<file path="src/rtl/exec_multi_pkg.sv">
// exec_pkg: op codes and shared constants for the multi-issue execute stage.
// Rev 1.0
`default_nettype none
package exec_pkg;
  typedef enum logic [3:0] {
    OP_NOP  = 4'd0,
    OP_ADD  = 4'd1,
    OP_SUB  = 4'd2,
    OP_SRA  = 4'd3,
    OP_SLL  = 4'd4,
    OP_AND  = 4'd5,
    OP_OR   = 4'd6,
    OP_XOR  = 4'd7,
    OP_SLT  = 4'd8,
    OP_SLTU = 4'd9,
    OP_MUL  = 4'd10
  } exec_type_e;

  localparam logic [5:0] LOAD_OPCODE   = 6'b010000;
  localparam logic [2:0] BUBBLE_PREFIX = 3'b111;
endpackage
`default_nettype wire

</file>
<file path="src/rtl/exec_multi_if.sv">
// exec_multi_if: bundle-level bus between register read and the execute stage.
// Rev 1.0
`default_nettype none
interface exec_multi_if #(
  parameter int LANES = 2,
  parameter int XLEN  = 32,
  parameter int IW    = 32
);
  logic                    interlock;
  logic                    exec_stall;
  logic [LANES*IW-1:0]     inst;
  logic [LANES*XLEN-1:0]   srca;
  logic [LANES*XLEN-1:0]   srcb;
  logic [LANES*4-1:0]      e_type;
  logic [LANES*5-1:0]      rt;
  logic [LANES-1:0]        rt_flag;
  logic                    exec_busy;
  logic [LANES-1:0]        ex_to_mem_ready;
  logic [LANES*IW-1:0]     inst_to_the_next;
  logic [LANES*XLEN-1:0]   tdata;
  logic [LANES*5-1:0]      rt_to_the_next;
  logic [LANES-1:0]        rt_flag_to_the_next;

  modport master (
    output interlock, exec_stall, inst, srca, srcb, e_type, rt, rt_flag,
    input  exec_busy, ex_to_mem_ready, inst_to_the_next, tdata,
           rt_to_the_next, rt_flag_to_the_next
  );

  modport slave (
    input  interlock, exec_stall, inst, srca, srcb, e_type, rt, rt_flag,
    output exec_busy, ex_to_mem_ready, inst_to_the_next, tdata,
           rt_to_the_next, rt_flag_to_the_next
  );
endinterface
`default_nettype wire

</file>
<file path="src/rtl/exec_mul_iter.sv">
// exec_mul_iter: iterative shift-add multiplier, one XLEN/MUL_CYCLES-bit digit per step.
// Rev 1.0
`default_nettype none
module exec_mul_iter #(
  parameter int XLEN       = 32,
  parameter int MUL_CYCLES = 4
) (
  input  logic            clk,
  input  logic            i_start,
  input  logic            i_step,
  input  logic [XLEN-1:0] i_a,
  input  logic [XLEN-1:0] i_b,
  output logic [XLEN-1:0] o_product
);
  localparam int K = XLEN / MUL_CYCLES;

  logic [XLEN-1:0] r_acc;
  logic [XLEN-1:0] r_mcand;
  logic [XLEN-1:0] r_mplier;
  logic [XLEN-1:0] w_first_digit;
  logic [XLEN-1:0] w_digit;

  assign w_first_digit = XLEN'(i_b[K-1:0]);
  assign w_digit       = XLEN'(r_mplier[K-1:0]);

  // The start edge already folds in the lowest digit, so the product is
  // complete after MUL_CYCLES-1 further steps.
  always_ff @(posedge clk) begin
    if (i_start) begin
      r_acc    <= i_a * w_first_digit;
      r_mcand  <= i_a << K;
      r_mplier <= i_b >> K;
    end else if (i_step) begin
      r_acc    <= r_acc + r_mcand * w_digit;
      r_mcand  <= r_mcand << K;
      r_mplier <= r_mplier >> K;
    end
  end

  assign o_product = r_acc;
endmodule
`default_nettype wire

</file>
<file path="src/rtl/exec_multi.sv">
// exec_multi: LANES-wide execute stage with single-cycle ALU ops and a bundle-stalling iterative multiply.
// Rev 1.0
`default_nettype none
module exec_multi
  import exec_pkg::*;
#(
  parameter int LANES      = 2,
  parameter int XLEN       = 32,
  parameter int IW         = 32,
  parameter int MUL_CYCLES = 4
) (
  input  logic         clk,
  input  logic         rst,
  exec_multi_if.slave  bus
);
  localparam int SHW = $clog2(XLEN);
  localparam int CW  = (MUL_CYCLES > 1) ? $clog2(MUL_CYCLES) : 1;
  localparam logic [0:0] S_IDLE = 1'b0;
  localparam logic [0:0] S_MUL  = 1'b1;
  localparam logic [IW-1:0] BUBBLE_INST = {BUBBLE_PREFIX, {(IW-3){1'b0}}};

  generate
    if (XLEN % MUL_CYCLES != 0) begin : g_bad_cfg
      $error("exec_multi: XLEN must be a multiple of MUL_CYCLES");
    end
  endgenerate

  function automatic logic [XLEN-1:0] alu(input logic [3:0] op,
                                          input logic [XLEN-1:0] a,
                                          input logic [XLEN-1:0] b);
    logic [SHW-1:0] sh;
    sh = b[SHW-1:0];
    case (op)
      OP_ADD:  alu = a + b;
      OP_SUB:  alu = a - b;
      OP_SRA:  alu = $unsigned($signed(a) >>> sh);
      OP_SLL:  alu = a << sh;
      OP_AND:  alu = a & b;
      OP_OR:   alu = a | b;
      OP_XOR:  alu = a ^ b;
      OP_SLT:  alu = XLEN'($signed(a) < $signed(b));
      OP_SLTU: alu = XLEN'(a < b);
      default: alu = b;
    endcase
  endfunction

  logic [0:0]      r_state, w_state_nxt;
  logic [CW-1:0]   r_cnt, w_cnt_nxt;
  logic            w_cnt_last, w_any_mul, w_fire, w_start, w_step;
  logic [LANES-1:0] w_in_mul;

  logic [IW-1:0]   r_h_inst [LANES];
  logic [XLEN-1:0] r_h_a    [LANES];
  logic [XLEN-1:0] r_h_b    [LANES];
  logic [3:0]      r_h_type [LANES];
  logic [4:0]      r_h_rt   [LANES];
  logic [LANES-1:0] r_h_rtf;

  logic [IW-1:0]   w_inst [LANES];
  logic [3:0]      w_type [LANES];
  logic [4:0]      w_rt   [LANES];
  logic [LANES-1:0] w_rtf;
  logic [XLEN-1:0] w_res  [LANES];
  logic [XLEN-1:0] w_prod [LANES];

  logic [LANES*IW-1:0]   r_inst_o;
  logic [LANES*XLEN-1:0] r_tdata;
  logic [LANES*5-1:0]    r_rt_o;
  logic [LANES-1:0]      r_rtf_o;
  logic [LANES-1:0]      r_rdy;

  // While multiplying, every lane reads from the hold registers so the
  // non-Mul lanes retire alongside the product.
  generate
    for (genvar gi = 0; gi < LANES; gi++) begin : g_lane
      logic [XLEN-1:0] w_a, w_b;
      assign w_in_mul[gi] = (bus.e_type[gi*4 +: 4] == OP_MUL);
      assign w_inst[gi]   = (r_state == S_MUL) ? r_h_inst[gi] : bus.inst[gi*IW +: IW];
      assign w_a          = (r_state == S_MUL) ? r_h_a[gi]    : bus.srca[gi*XLEN +: XLEN];
      assign w_b          = (r_state == S_MUL) ? r_h_b[gi]    : bus.srcb[gi*XLEN +: XLEN];
      assign w_type[gi]   = (r_state == S_MUL) ? r_h_type[gi] : bus.e_type[gi*4 +: 4];
      assign w_rt[gi]     = (r_state == S_MUL) ? r_h_rt[gi]   : bus.rt[gi*5 +: 5];
      assign w_rtf[gi]    = (r_state == S_MUL) ? r_h_rtf[gi]  : bus.rt_flag[gi];
      assign w_res[gi]    = (w_type[gi] == OP_MUL) ? w_prod[gi] : alu(w_type[gi], w_a, w_b);

      exec_mul_iter #(.XLEN(XLEN), .MUL_CYCLES(MUL_CYCLES)) u_mul (
        .clk       (clk),
        .i_start   (w_start),
        .i_step    (w_step),
        .i_a       (bus.srca[gi*XLEN +: XLEN]),
        .i_b       (bus.srcb[gi*XLEN +: XLEN]),
        .o_product (w_prod[gi])
      );
    end
  endgenerate

  assign w_any_mul  = |w_in_mul;
  assign w_cnt_last = (r_cnt == CW'(MUL_CYCLES - 1));

  always_ff @(posedge clk) begin
    if (rst) begin
      r_state <= S_IDLE;
      r_cnt   <= '0;
    end else begin
      r_state <= w_state_nxt;
      r_cnt   <= w_cnt_nxt;
    end
  end

  always_comb begin
    w_state_nxt = r_state;
    w_cnt_nxt   = r_cnt;
    case (r_state)
      S_IDLE: begin
        if (!bus.interlock && !bus.exec_stall && w_any_mul) begin
          w_state_nxt = S_MUL;
          w_cnt_nxt   = '0;
        end
      end
      default: begin
        if (!bus.exec_stall) begin
          if (w_cnt_last) begin
            w_state_nxt = S_IDLE;
            w_cnt_nxt   = '0;
          end else begin
            w_cnt_nxt = r_cnt + CW'(1);
          end
        end
      end
    endcase
  end

  always_comb begin
    w_fire  = 1'b0;
    w_start = 1'b0;
    w_step  = 1'b0;
    case (r_state)
      S_IDLE: begin
        if (!bus.interlock && !bus.exec_stall) begin
          w_start = w_any_mul;
          w_fire  = !w_any_mul;
        end
      end
      default: begin
        if (!bus.exec_stall) begin
          w_fire = w_cnt_last;
          w_step = !w_cnt_last;
        end
      end
    endcase
  end

  always_ff @(posedge clk) begin
    if (w_start) begin
      for (int i = 0; i < LANES; i++) begin
        r_h_inst[i] <= bus.inst[i*IW +: IW];
        r_h_a[i]    <= bus.srca[i*XLEN +: XLEN];
        r_h_b[i]    <= bus.srcb[i*XLEN +: XLEN];
        r_h_type[i] <= bus.e_type[i*4 +: 4];
        r_h_rt[i]   <= bus.rt[i*5 +: 5];
      end
      r_h_rtf <= bus.rt_flag;
    end
  end

  // On a bubble tdata and rt_to_the_next keep their last values.
  always_ff @(posedge clk) begin
    if (rst) begin
      r_inst_o <= {LANES{BUBBLE_INST}};
      r_tdata  <= '0;
      r_rt_o   <= '0;
      r_rtf_o  <= '0;
      r_rdy    <= '0;
    end else if (w_fire) begin
      for (int i = 0; i < LANES; i++) begin
        r_inst_o[i*IW +: IW]     <= w_inst[i];
        r_tdata[i*XLEN +: XLEN]  <= w_res[i];
        r_rt_o[i*5 +: 5]         <= w_rt[i];
        r_rdy[i]                 <= (w_inst[i][IW-1 -: 6] == LOAD_OPCODE);
      end
      r_rtf_o <= w_rtf;
    end else begin
      r_inst_o <= {LANES{BUBBLE_INST}};
      r_rtf_o  <= '0;
      r_rdy    <= '0;
    end
  end

  assign bus.exec_busy           = (r_state == S_MUL);
  assign bus.ex_to_mem_ready     = r_rdy;
  assign bus.inst_to_the_next    = r_inst_o;
  assign bus.tdata               = r_tdata;
  assign bus.rt_to_the_next      = r_rt_o;
  assign bus.rt_flag_to_the_next = r_rtf_o;
endmodule
`default_nettype wire
</file>
<file path="src/flat_wrapper.sv">
// flat-port wrapper written by rule: the top's interface ports become plain ports
module exec_multi_flat import exec_pkg::*;
#(
  parameter int LANES      = 2,
  parameter int XLEN       = 32,
  parameter int IW         = 32,
  parameter int MUL_CYCLES = 4
)
  (clk, rst, bus_interlock, bus_exec_stall, bus_inst, bus_srca, bus_srcb, bus_e_type, bus_rt, bus_rt_flag, bus_exec_busy, bus_ex_to_mem_ready, bus_inst_to_the_next, bus_tdata, bus_rt_to_the_next, bus_rt_flag_to_the_next);
  exec_multi_if #(.LANES(LANES), .XLEN(XLEN), .IW(IW)) bus_i ();
  input  logic clk;
  input  logic rst;
  input wire logic [$bits(bus_i.interlock)-1:0] bus_interlock;
  input wire logic [$bits(bus_i.exec_stall)-1:0] bus_exec_stall;
  input wire logic [$bits(bus_i.inst)-1:0] bus_inst;
  input wire logic [$bits(bus_i.srca)-1:0] bus_srca;
  input wire logic [$bits(bus_i.srcb)-1:0] bus_srcb;
  input wire logic [$bits(bus_i.e_type)-1:0] bus_e_type;
  input wire logic [$bits(bus_i.rt)-1:0] bus_rt;
  input wire logic [$bits(bus_i.rt_flag)-1:0] bus_rt_flag;
  output wire logic [$bits(bus_i.exec_busy)-1:0] bus_exec_busy;
  output wire logic [$bits(bus_i.ex_to_mem_ready)-1:0] bus_ex_to_mem_ready;
  output wire logic [$bits(bus_i.inst_to_the_next)-1:0] bus_inst_to_the_next;
  output wire logic [$bits(bus_i.tdata)-1:0] bus_tdata;
  output wire logic [$bits(bus_i.rt_to_the_next)-1:0] bus_rt_to_the_next;
  output wire logic [$bits(bus_i.rt_flag_to_the_next)-1:0] bus_rt_flag_to_the_next;
  assign bus_i.interlock = bus_interlock;
  assign bus_i.exec_stall = bus_exec_stall;
  assign bus_i.inst = bus_inst;
  assign bus_i.srca = bus_srca;
  assign bus_i.srcb = bus_srcb;
  assign bus_i.e_type = bus_e_type;
  assign bus_i.rt = bus_rt;
  assign bus_i.rt_flag = bus_rt_flag;
  assign bus_exec_busy = bus_i.exec_busy;
  assign bus_ex_to_mem_ready = bus_i.ex_to_mem_ready;
  assign bus_inst_to_the_next = bus_i.inst_to_the_next;
  assign bus_tdata = bus_i.tdata;
  assign bus_rt_to_the_next = bus_i.rt_to_the_next;
  assign bus_rt_flag_to_the_next = bus_i.rt_flag_to_the_next;
  exec_multi #(.LANES(LANES), .XLEN(XLEN), .IW(IW), .MUL_CYCLES(MUL_CYCLES)) u_core (.clk(clk), .rst(rst), .bus(bus_i));
endmodule
</file>
<file path="config.mk">
export PLATFORM = sky130hd
export DESIGN_NAME = exec_multi_flat
export DESIGN_NICKNAME = d
export VERILOG_FILES = /design/src/rtl/exec_multi_pkg.sv /design/src/rtl/exec_multi_if.sv /design/src/rtl/exec_mul_iter.sv /design/src/rtl/exec_multi.sv /design/src/flat_wrapper.sv
export SDC_FILE = /design/constraint.sdc
export NUM_CORES = 2
export LEC_CHECK = 0
export ABC_AREA = 1
export CAP_MARGIN = 20
export CORE_MARGIN = 5
export CORE_UTILIZATION = 40
export DETAILED_ROUTE_END_ITERATION = 16
export PLACE_DENSITY = 0.69
export SLEW_MARGIN = 20
export SYNTH_ARGS = -nofsm -noshare
export SYNTH_HDL_FRONTEND = slang
export SYNTH_SLANG_ARGS = --single-unit
</file>
<file path="constraint.sdc">
create_clock -name clk -period 14.2 [get_ports clk]
set_clock_uncertainty 0.15 [all_clocks]
set_input_delay 3.55 -clock clk [delete_from_list [all_inputs] [get_ports clk]]
set_output_delay 3.55 -clock clk [all_outputs]
set_load 0.03 [all_outputs]
</file>
==> run metrics <==
Worst-path clk slew 60 ps; post-route minimum period 8600 ps; syn nets 10,621; DRC Markers 0; clock buffer count from CTS 66; reg2reg setup slack 6490 ps; worst flop-to-flop path startpoint u_core.g_lane[1].u_mul.r_mplier[2]; CP endpoint kind register; final hold viol count 0; Hold Crit Start u_core.bus.tdata[40]; Setup Viol. Count Final 0; wire per inst 23.9 µm; Post-CTS Setup Inserts 0; Post-Route WL 282,000 µm; ys flop type edfxtp_1; die area 170,000 µm²; Synth Register Bits 517; sequential area share after synthesis 21.7%; via count 65,883; clock sinks 517; Distinct cells, synth 64; Avg Inst Size Synth 6.84 µm²; final setup TNS 0 ps; GR Util All Layers 32.3%; Netlist Area Pre-Place 64,800 µm²; GRT overflow 0; htree depth 3; f_max 116 MHz; VDD IR-drop max 0.117 mV; # hold bufs at CTS 0; slew margin rel. 19.8%; vias in the first global route 63,940; I/O Buffers 358; worst hold path class register to register; Worst Max-Slew Pin Slew 1200 ps; Leak 35.7 nW; CP Launch Type input port; top-area cell type share of the netlist area 17.2%; status finished, final reports clean; worst endpoint required time 14,510 ps; Ports 359; yosys warns 0; layout cells sized above 1 3.75%; largest cells by area after synthesis edfxtp_1 (17%), nand2_1 (17%), fa_1 (16%); hold depth 2; EDFF count, synth 372; Max Cap Viol 0; clk_lat worst skew 720 ps; die width 413 µm; Post-DRT Antenna Nets 0; CTS resizes 0; PwrDens 121 nW/µm²; row count 147; Die Y 413 µm; TritonRoute pass-1 iters 9; first-pass GRT wire length 412,000 µm; Slew Viols, Final 0; CP arrival 8910 ps; Root Buffer clkbuf_16; Core Region 161,000 µm²; reg2reg path depth 27; Mapped Cells 9,482; unrepaired setup endpoints after global routing false; area grow syn2layout 11.4%; Avg Vias per Cell 5.60; Synth async-reset ratio 0%; initial antenna violation count 16; hold endpoint u_core.bus.tdata[40]; largest net degree at the start of global routing 132; gpl congestion 1.05; initial core utilization 40.3%; worst-path fanout max 10; TritonCTS clock tree done; clk buf depth 3; post-synth top area cell edfxtp_1; Post-DP HPWL 222,000 µm; # nets final 10,691; commonest non-fill, non-tap cells in the layout nand2_1 (2,869), inv_1 (1,469), nand3_1 (1,004), nor2_1 (654), fa_1 (534); total power 8.77 mW; most common cell after layout, fill and taps aside nand2_1; reg2reg end u_core.g_lane[1].u_mul.o_product[31]; Final Cycle Share 60.6%; WS Path Type input port to register; drt initial violations 8,411
synth_stat cells (86+ instances only):
cell / number
nand3_1: 1005
fa_1: 534
buf_2: 86
nand4_1: 98
inv_1: 1470
dfxtp_1: 145
ha_1: 389
o21ai_0: 358
nor2_1: 657
a21oi_1: 494
clkbuf_1: 307
xor2_1: 87
edfxtp_1: 372
nand2_1: 2872
metrics by stage:
step                setup slack, ps  cells  util [%]  area [µm²]  hold WS, ps
finish                         5600  11771      44.9       72200          313
global route                   5280  11763      44.9       72200          327
CTS                            5660  11761      44.9       72200          313
detailed placement             4910  11642      43.5       70000          306
global placement               4640  11641      43.5       70000          304
floorplan                      2470   9482         -       64800          283
routing by layer:
metal | vias up | wire length, µm | GRT usage [%]
met5 | - | 65 | 0
met4 | 10 | 16700 | 15.8
met3 | 613 | 31500 | 7.92
met2 | 3561 | 119000 | 48.0
met1 | 31662 | 115000 | 43.8
li1 | 30037 | - | -
cell families after synthesis:
| logic type | after synthesis | synth area share [%] |
|---|---|---|
| xor+xnor | 155 | 2.09 |
| mux | 9 | 0.141 |
| buf+inv | 1958 | 11.9 |
| compound gates | 1084 | 9.09 |
| simple gates | 4836 | 31.1 |
| fa+ha+maj | 923 | 24.0 |
| flops | 517 | 21.7 |
layout make-up:
class                      count  area (µm²)
multi-input combinational   7007       43200
inverter                    1490        5610
clock buffer                  84        1810
tap                         2160        2700
timing repair buffer         470        4470
sequential                   517       14100
antenna                        8        20.0
clock inverter                35         358
fill                       16683       88500
worst max-delay path, stage by stage:
cell and delay [ps]:
clkdlybuf4s50_1 1030, nand2_1 210, fa_1 530, fa_1 530, inv_1 60, fa_1 500, inv_1 60, fa_1 480
inv_1 50, ha_1 320, nand2_1 100, nand2_1 50, a21oi_1 280, o21ai_0 270, a21oi_1 420, nand3b_1 190
nand4_1 80, nand3_1 100, nand2_1 60
registers in the layout (all words and copies together), names as in the netlist:
| register | flops |
|---|---|
| u_core.bus.inst_to_the_next | 64 |
| u_core.bus.tdata | 64 |
| u_core.g_lane.u_mul.o_product | 64 |
| u_core.r_h_a | 64 |
| u_core.r_h_b | 64 |
| u_core.r_h_inst | 64 |
| u_core.g_lane.u_mul.r_mcand | 48 |
| u_core.g_lane.u_mul.r_mplier | 48 |
| u_core.bus.rt_to_the_next | 10 |
| u_core.r_h_rt | 10 |
| u_core.r_h_type | 8 |
| u_core.bus.ex_to_mem_ready | 2 |
| u_core.bus.rt_flag_to_the_next | 2 |
| u_core.r_cnt | 2 |
| u_core.r_h_rtf | 2 |
| u_core.bus.exec_busy | 1 |
how the worst max path moves through the flow:
| stage | startpoint | to | depth (start not counted) |
|---|---|---|---|
| 5_1_grt | bus_srca[7] | u_core.g_lane[0].u_mul.o_product[25] | 23 |
| 2_1_floorplan | bus_e_type[4] | u_core.g_lane[0].u_mul.o_product[0] | 5 |
| 6_report | bus_srca[2] | u_core.g_lane[0].u_mul.o_product[29] | 19 |
| 3_3_place_gp | bus_e_type[6] | u_core.g_lane[0].u_mul.r_mplier[4] | 8 |
| 3_5_place_dp | bus_srca[47] | u_core.g_lane[1].u_mul.o_product[26] | 19 |
| 4_1_cts | bus_srca[47] | u_core.g_lane[1].u_mul.o_product[26] | 19 |
where the power goes:
group | internal, mW | switching [mW]
registers | 1.72 | 0.0538
clock network | 0.940 | 0.768
logic | 1.79 | 3.49
total | 4.46 | 4.31
(Power assumes the default switching activity.)
